### src/rtl/mips_pkg.sv
// Shared encodings for the MIPS32 multi-cycle sequencer:
// opcodes, FSM states and datapath mux selects.
package mips_pkg;

    localparam logic [5:0] OP_RTYPE = 6'b000000;
    localparam logic [5:0] OP_LW    = 6'b100011;
    localparam logic [5:0] OP_SW    = 6'b101011;
    localparam logic [5:0] OP_BEQ   = 6'b000100;
    localparam logic [5:0] OP_BNE   = 6'b000101;
    localparam logic [5:0] OP_J     = 6'b000010;
    localparam logic [5:0] OP_JAL   = 6'b000011;
    localparam logic [5:0] OP_ORI   = 6'b001101;
    localparam logic [5:0] OP_LUI   = 6'b001111;

    typedef enum logic [3:0] {
        S_FETCH,
        S_DECODE,
        S_MEMADR,
        S_MEMRD,
        S_MEMWB,
        S_MEMWR,
        S_REXEC,
        S_RWB,
        S_BRANCH,
        S_JUMP,
        S_JAL,
        S_ORIEXEC,
        S_ORIWB,
        S_LUIWB,
        S_ILLEGAL
    } state_e;

    localparam logic [1:0] SRCB_B   = 2'b00;
    localparam logic [1:0] SRCB_4   = 2'b01;
    localparam logic [1:0] SRCB_IMM = 2'b10;
    localparam logic [1:0] SRCB_BR  = 2'b11;

    localparam logic [1:0] ALU_ADD   = 2'b00;
    localparam logic [1:0] ALU_SUB   = 2'b01;
    localparam logic [1:0] ALU_FUNCT = 2'b10;
    localparam logic [1:0] ALU_OR    = 2'b11;

    localparam logic [1:0] PC_ALU    = 2'b00;
    localparam logic [1:0] PC_ALUOUT = 2'b01;
    localparam logic [1:0] PC_JUMP   = 2'b10;

    localparam logic [1:0] DST_RT = 2'b00;
    localparam logic [1:0] DST_RD = 2'b01;
    localparam logic [1:0] DST_RA = 2'b10;

    localparam logic [1:0] MTR_ALUOUT = 2'b00;
    localparam logic [1:0] MTR_MDR    = 2'b01;
    localparam logic [1:0] MTR_PC     = 2'b10;
    localparam logic [1:0] MTR_LUI    = 2'b11;

    function automatic state_e dispatch(input logic [5:0] opc);
        state_e s;
        case (opc)
            OP_LW, OP_SW:   s = S_MEMADR;
            OP_RTYPE:       s = S_REXEC;
            OP_BEQ, OP_BNE: s = S_BRANCH;
            OP_J:           s = S_JUMP;
            OP_JAL:         s = S_JAL;
            OP_ORI:         s = S_ORIEXEC;
            OP_LUI:         s = S_LUIWB;
            default:        s = S_ILLEGAL;
        endcase
        return s;
    endfunction

endpackage

### src/rtl/multicycle_control.sv
// Multi-cycle MIPS32 control FSM, one datapath phase per clock.
// Define MULTICYCLE_TRAP_EN to make unknown opcodes trap (illegal_op).
module multicycle_control
    import mips_pkg::*;
(
    input  logic       clk,
    input  logic       rst_n,
    input  logic [5:0] op,
    input  logic       zero,
    input  logic       mem_ready,
    output logic       i_or_d,
    output logic       mem_read,
    output logic       mem_write,
    output logic       ir_write,
    output logic       reg_write,
    output logic       pc_write,
    output logic       alu_src_a,
    output logic [1:0] alu_src_b,
    output logic [1:0] alu_op,
    output logic       sign_ext,
    output logic [1:0] pc_src,
    output logic [1:0] reg_dst,
    output logic [1:0] mem_to_reg,
`ifdef MULTICYCLE_TRAP_EN
    output logic       illegal_op,
`endif
    output logic       instr_done
);

    state_e state_q;
    state_e state_d;

`ifdef MULTICYCLE_TRAP_EN
    logic illegal_q;
    logic illegal_d;

    assign illegal_d  = illegal_q | (state_d == S_ILLEGAL);
    assign illegal_op = rst_n & illegal_q;
`endif

    always_ff @(posedge clk or negedge rst_n) begin
        if (!rst_n) begin
            state_q   <= S_FETCH;
`ifdef MULTICYCLE_TRAP_EN
            illegal_q <= 1'b0;
`endif
        end else begin
            state_q   <= state_d;
`ifdef MULTICYCLE_TRAP_EN
            illegal_q <= illegal_d;
`endif
        end
    end

    always_comb begin
        state_d = state_q;
        unique case (state_q)
            S_FETCH:   if (mem_ready) state_d = S_DECODE;
            S_DECODE:  state_d = dispatch(op);
            S_MEMADR:  state_d = (op == OP_SW) ? S_MEMWR : S_MEMRD;
            S_MEMRD:   if (mem_ready) state_d = S_MEMWB;
            S_MEMWR:   if (mem_ready) state_d = S_FETCH;
            S_REXEC:   state_d = S_RWB;
            S_ORIEXEC: state_d = S_ORIWB;
`ifdef MULTICYCLE_TRAP_EN
            S_ILLEGAL: state_d = S_ILLEGAL;
`else
            S_ILLEGAL: state_d = S_FETCH;
`endif
            S_MEMWB, S_RWB, S_BRANCH, S_JUMP,
            S_JAL, S_ORIWB, S_LUIWB:
                state_d = S_FETCH;
            default:   state_d = S_FETCH;
        endcase
    end

    // Reset gates every output low, sign_ext included.
    always_comb begin
        i_or_d     = 1'b0;
        mem_read   = 1'b0;
        mem_write  = 1'b0;
        ir_write   = 1'b0;
        reg_write  = 1'b0;
        pc_write   = 1'b0;
        alu_src_a  = 1'b0;
        alu_src_b  = SRCB_B;
        alu_op     = ALU_ADD;
        sign_ext   = 1'b0;
        pc_src     = PC_ALU;
        reg_dst    = DST_RT;
        mem_to_reg = MTR_ALUOUT;
        instr_done = 1'b0;
        if (rst_n) begin
            sign_ext = 1'b1;
            unique case (state_q)
                S_FETCH: begin
                    mem_read  = 1'b1;
                    alu_src_b = SRCB_4;
                    ir_write  = mem_ready;
                    pc_write  = mem_ready;
                end
                S_DECODE: alu_src_b = SRCB_BR;
                S_MEMADR: begin
                    alu_src_a = 1'b1;
                    alu_src_b = SRCB_IMM;
                end
                S_MEMRD: begin
                    mem_read = 1'b1;
                    i_or_d   = 1'b1;
                end
                S_MEMWB: begin
                    reg_write  = 1'b1;
                    mem_to_reg = MTR_MDR;
                    instr_done = 1'b1;
                end
                S_MEMWR: begin
                    mem_write  = 1'b1;
                    i_or_d     = 1'b1;
                    instr_done = mem_ready;
                end
                S_REXEC: begin
                    alu_src_a = 1'b1;
                    alu_op    = ALU_FUNCT;
                end
                S_RWB: begin
                    reg_write  = 1'b1;
                    reg_dst    = DST_RD;
                    instr_done = 1'b1;
                end
                S_BRANCH: begin
                    alu_src_a  = 1'b1;
                    alu_op     = ALU_SUB;
                    pc_src     = PC_ALUOUT;
                    pc_write   = ((op == OP_BEQ) & zero) |
                                 ((op == OP_BNE) & ~zero);
                    instr_done = 1'b1;
                end
                S_JUMP: begin
                    pc_write   = 1'b1;
                    pc_src     = PC_JUMP;
                    instr_done = 1'b1;
                end
                S_JAL: begin
                    pc_write   = 1'b1;
                    pc_src     = PC_JUMP;
                    reg_write  = 1'b1;
                    reg_dst    = DST_RA;
                    mem_to_reg = MTR_PC;
                    instr_done = 1'b1;
                end
                S_ORIEXEC: begin
                    alu_src_a = 1'b1;
                    alu_src_b = SRCB_IMM;
                    alu_op    = ALU_OR;
                    sign_ext  = 1'b0;
                end
                S_ORIWB: begin
                    reg_write  = 1'b1;
                    instr_done = 1'b1;
                end
                S_LUIWB: begin
                    reg_write  = 1'b1;
                    mem_to_reg = MTR_LUI;
                    instr_done = 1'b1;
                end
`ifdef MULTICYCLE_TRAP_EN
                S_ILLEGAL: instr_done = 1'b0;
`else
                S_ILLEGAL: instr_done = 1'b1;
`endif
                default: instr_done = 1'b0;
            endcase
        end
    end

endmodule
### config.mk
export PLATFORM = sky130hd
export DESIGN_NAME = multicycle_control
export DESIGN_NICKNAME = d
export VERILOG_FILES = /design/src/rtl/mips_pkg.sv /design/src/rtl/multicycle_control.sv
export SDC_FILE = /design/constraint.sdc
export NUM_CORES = 1
export LEC_CHECK = 0
export CORE_UTILIZATION = 43
export DETAILED_ROUTE_END_ITERATION = 8
export HOLD_SLACK_MARGIN = 0.05
export PLACE_DENSITY = 0.82
export SETUP_SLACK_MARGIN = 0.15
export SLEW_MARGIN = 20
export SYNTH_ARGS = -nofsm -noshare
export SYNTH_HDL_FRONTEND = slang
export SYNTH_SLANG_ARGS = --single-unit
export TNS_END_PERCENT = 30
### constraint.sdc
create_clock -name clk -period 1.72 [get_ports clk]
set_input_delay 0.258 -clock clk [delete_from_list [all_inputs] [get_ports clk]]
set_output_delay 0.258 -clock clk [all_outputs]
set_load 0.03 [all_outputs]
## Yosys cells after proc, flatten, opt, wreduce, memory -nomap -nowiden

Cells that the tools add are included.

| word-level totals | value |
|---|---|
| word-level logic and storage cells | 76 |
| output and inout port bits | 19 |
| register bits | 4 |
| input bits | 10 |

| operators by class | value |
|---|---|
| reduce and logical (&&, ||, !) cells | 12 |
| mux-type cells | 34 |
| equal/unequal tests | 25 |
| bitwise logic cells | 4 |

Operator list:

| operator | count |
|---|---|
| 4-bit one-hot mux with 7 select lines | 2 |
| 4-bit equality test, second input constant | 7 |
| 2-bit one-hot mux with 3 select lines | 3 |
| 4-bit by 3-bit equality test with 1-bit output, second input constant | 4 |
| 1-bit two-way mux | 16 |
| 6-bit by 2-bit equality test with 1-bit output, second input constant | 2 |
| 6-bit by 3-bit equality test with 1-bit output, second input constant | 2 |
| 6-bit by 4-bit equality test with 1-bit output, second input constant | 2 |
| 6-bit equality test, second input constant | 2 |
| 4-bit two-way mux | 3 |
| 2-bit OR reduction | 6 |
| 2-bit two-way mux | 5 |
| 4-bit by 2-bit equality test with 1-bit output, second input constant | 2 |
| 2-bit one-hot mux with 2 select lines | 2 |
| 8-bit OR reduction | 1 |
| 6-bit logical NOT | 1 |
| 2-bit != test, second input constant | 3 |
| 5-bit OR reduction | 1 |
| 4-bit by 1-bit equality test with 1-bit output, second input constant | 1 |
| 4-bit logical NOT | 1 |
| 4-bit OR reduction | 1 |
| 3-bit two-way mux | 1 |
| 1-bit one-hot mux with 3 select lines | 1 |
| 3-bit AND reduction | 1 |
| other kinds (4) | 5 |

## Logic depth before layout (Yosys ltp)

| logic depth | value |
|---|---|
| word-level depth | 5 |
| gate-level depth with buffers | 5 |
| mapped depth without buffers | 4 |

## Worst setup path after synthesis

Ideal clock, no wire load.

| timing | value |
|---|---|
| kind | register to output |
| start point | register state_q[3] |
| end point | output port ir_write |
| path slack | -0.476 ns |
| cell stages (with the launch flop) | 5 |
| data required time | 1.462 ns |
| arrival time | 1.938 ns |
| path buffers | 1 |
| path through | dfrtp_1 > clkbuf_1 > nor2_1 > nand2_1 > nor4b_1 |

| on the way | value |
|---|---|
| word-level cells in the longest chain between the ends | 3 |

RTL lines:

| item | line | RTL |
|---|---|---|
| start, declared | multicycle_control.sv:30 | `state_e state_q;` |
| start signal, assigned | multicycle_control.sv:48 | `state_q <= state_d;` |
| 4-bit logical NOT | multicycle_control.sv:95 | `unique case (state_q)` |
| 1-bit two-way mux | multicycle_control.sv:95 |  |
| 1-bit two-way mux | multicycle_control.sv:93 | `if (rst_n) begin` |
| end, declared | multicycle_control.sv:14 | `output logic ir_write,` |

No other way between the ends.

## Worst setup path in the final report

| timing | value |
|---|---|
| start point | register state_q[3] |
| end point | output port pc_write |

| on the way | value |
|---|---|
| word-level cells in the longest chain between the ends | 4 |
| elaborated cells between the ends (all ways) | 7 |
| classes of those cells | eq/ne (3); mux (2); reduce/logical (2) |

RTL lines:

| item | line | RTL |
|---|---|---|
| 4-bit equality test | multicycle_control.sv:95 |  |
| 2-bit OR reduction (no line) | n/a |  |
| 1-bit one-hot mux with 3 select lines * | multicycle_control.sv:95 |  |
| 1-bit two-way mux * | multicycle_control.sv:93 |  |
| end, declared | multicycle_control.sv:16 | `output logic pc_write,` |

Every way passes the cells marked *; elsewhere a longest branch is shown, timed or not.

==> metrics <==
outcome=finished, violations left; violated checks=negative setup slack; DP Area=1220 um2; clock buffer depth=2; worst path arrival time=1560 ps; vias in the first global route=1,025; Seq cells post-synth=4; count of input and output buffers=28; Clk Latency, worst-skew pair=260 ps; worst min path class=in2async; kind of critical path=reg2out; Final WS setup=-98.9 ps; DR DRC count=0; largest fanout on the critical path=8; Max Clk Rate=0.550 GHz; post-route cell area=1390 um2; CP peak stage delay=460 ps; drt total wl=3.04 mm; CP max stage cell=dfrtp_2; clk root buf=clkbuf_4; DR iter-0 viols=49; Max-slew headroom=83.0%; initial antenna violation count=0; Die Ht=44.1 um; nets=177; Buf/Inv on CP=1; total global routing overflow=0; ys async rst share=100%; post-route insts no fill=181; count of cell types in the netlist=41; Starting Density=48.3%; Cell Area, Synth=761 um2; post-layout min period=1820 ps; CTS Buf Count=3; CTS Hold Bufs=0; critical path launch point type=flip-flop; first-pass GRT wire length=4.90 mm; DR WL/cell=16.8 um; Largest register FFs=4; measured slew at the worst slew-check pin=254 ps; setup TNS=-683 ps; Synth Net Count=123; layout cells sized above 1=51.5%; EDFF count, synth=0; I/O pin count=29; final hold vios=0; count of final setup violators=13; clock-pin slew on the worst setup and hold paths=50 ps; final period utilization=106%; area added between synthesis and finish=82.7%; H-tree depth=1; CTS tree=built; GPL Wtd Cong=0.877; Total Power=2020 uW; RSZ-0062 raised after global routing=yes; detailed placement HPWL=1.88 mm; Max Cap Violations=0; PD cells=1450 nW/um2; leakage power=0.000605 uW; Ys Warns=0; Synth Instances=113; Vias=1,106; total track usage=33.7%; Fin Clk Skew=6.61 ps; Avg Cell Area, Syn=6.73 um2; Die Area=1940 um2; Most flops, register=state_q; critical path depth in cells=5; core area=1580 um2; maximum number of pins on one net before global-route repair=14; TritonCTS sink count=4; n_diodes=0; Worst R2R Path Depth=3; sequential-to-total area share from yosys stat=13.2%; CP endpoint kind=primary output; placed cells=172; CP top delay family=simple AND/OR/NAND/NOR gates; Via density=6.11; DR pass1 iterations=6; Req. time, crit path=1460 ps; Row Count=14; Max Slew Vio Count=0; Die X=44.1 um; critical path, cell by cell=nor2b_4 > nand2_2 > nor3_4 > o2bb2ai_4 > buf_6; Peak VDD IR=0.00117 V; Regs by FF count=state_q x4; ys flop type=dfrtp_1; Post-DRT Antenna Nets=0
[per-stage QoR]
stage / setup WS [ps] / util, % / hold WS (ps)
after floorplan: 61.4 / - / -37.6
after global placement: -128 / 77.2 / 574
after detailed placement: -180 / 77.2 / 595
after CTS: -52.0 / 85.8 / 158
after global routing: -134 / 88.2 / 192
final: -98.9 / 88.2 / 164
[where the power goes]
part           leakage (uW)  switching [uW]  total (uW)  internal, uW
registers         0.0000458            86.7         228           141
logic              0.000545             908        1660           750
clock network     0.0000138            56.5         136          79.3
total              0.000605            1050        2020           971
[layer usage]
| metal | track usage, % | wire length (um) | up-vias |
|---|---|---|---|
| li1 | - | - | 521 |
| met1 | 40.5 | 1200 | 515 |
| met2 | 61.2 | 1600 | 58 |
| met3 | 2.86 | 151 | 12 |
| met4 | 13.9 | 87 | 0 |
| met5 | 0 | 0 | - |
[logic make-up after synthesis]
logic type      after synthesis  synth area share, %
simple gates                 62                 44.2
xor+xnor                      2                 2.30
mux                           3                 3.95
compound gates               31                 29.6
flops                         4                 13.2
buf+inv                      11                 6.74
[final timing paths]
kind / from / end / slack, ps
max: state_q[3] / pc_write / -100
max reg2reg: state_q[2] / state_q[2] / 230
min in group clk: op[3] / state_q[1] / 680
min reg2reg: state_q[1] / state_q[3] / 720
min: rst_n / state_q[2] / 160
max in group asynchronous: rst_n / state_q[1] / 1400
[placed cells by master, fill, tap and decap left out, drive strengths merged, types with 2 or more instances in the layout]
cell type      count
and3               3
dfrtp              4
inv                2
nor3               3
clkbuf             3
mux2i              3
and2               2
nor4               2
dlygate4sd2        4
nor2              15
o2bb2ai            2
clkdlybuf4s50      5
o21a               2
xnor2              2
nand2b             8
buf               49
nor2b              8
a21oi             11
nand2              9
o21ai              5
nand3              5
[cell usage after synthesis (all sizes together) (2+ instances only)]
| master | number | share of area [%] |
|---|---|---|
| nor2 | 15 | 7.7 |
| a21oi | 11 | 7.2 |
| nand2 | 9 | 4.4 |
| nand2b | 8 | 6.6 |
| nor2b | 8 | 6.6 |
| clkbuf | 6 | 3.0 |
| nand3 | 5 | 3.3 |
| o21ai | 5 | 3.3 |
| dfrtp | 4 | 13 |
| and3 | 3 | 2.5 |
| buf | 3 | 2.8 |
| mux2i | 3 | 3.9 |
| nor3 | 3 | 2.0 |
| and2 | 2 | 1.6 |
| inv | 2 | 0.99 |
| nor4 | 2 | 1.6 |
| o21a | 2 | 2.0 |
| o2bb2ai | 2 | 2.3 |
| xnor2 | 2 | 2.3 |
[worst register-to-register path, cell delays in order (launching register included)]
cell and delay (ps):
dfrtp_2 470, buf_4 200, or4_1 520, a41oi_1 210
[final cells by class]
cell class | instances | area [um2]
timing repair buffer | 58 | 490
multi-input combinational | 98 | 744
tap | 16 | 20.0
clock buffer | 3 | 22.5
sequential | 4 | 105
inverter | 2 | 7.51
fill | 80 | 186
[what timing repair did]
| item | CTS | global route |
|---|---|---|
| setup endpoints to repair | 21 | 22 |
| buffers inserted | 4 | 2 |
| pin swaps | 10 | 5 |
| gates resized for setup | 32 | 5 |
Note: power is estimated with default switching activity, not from simulation.
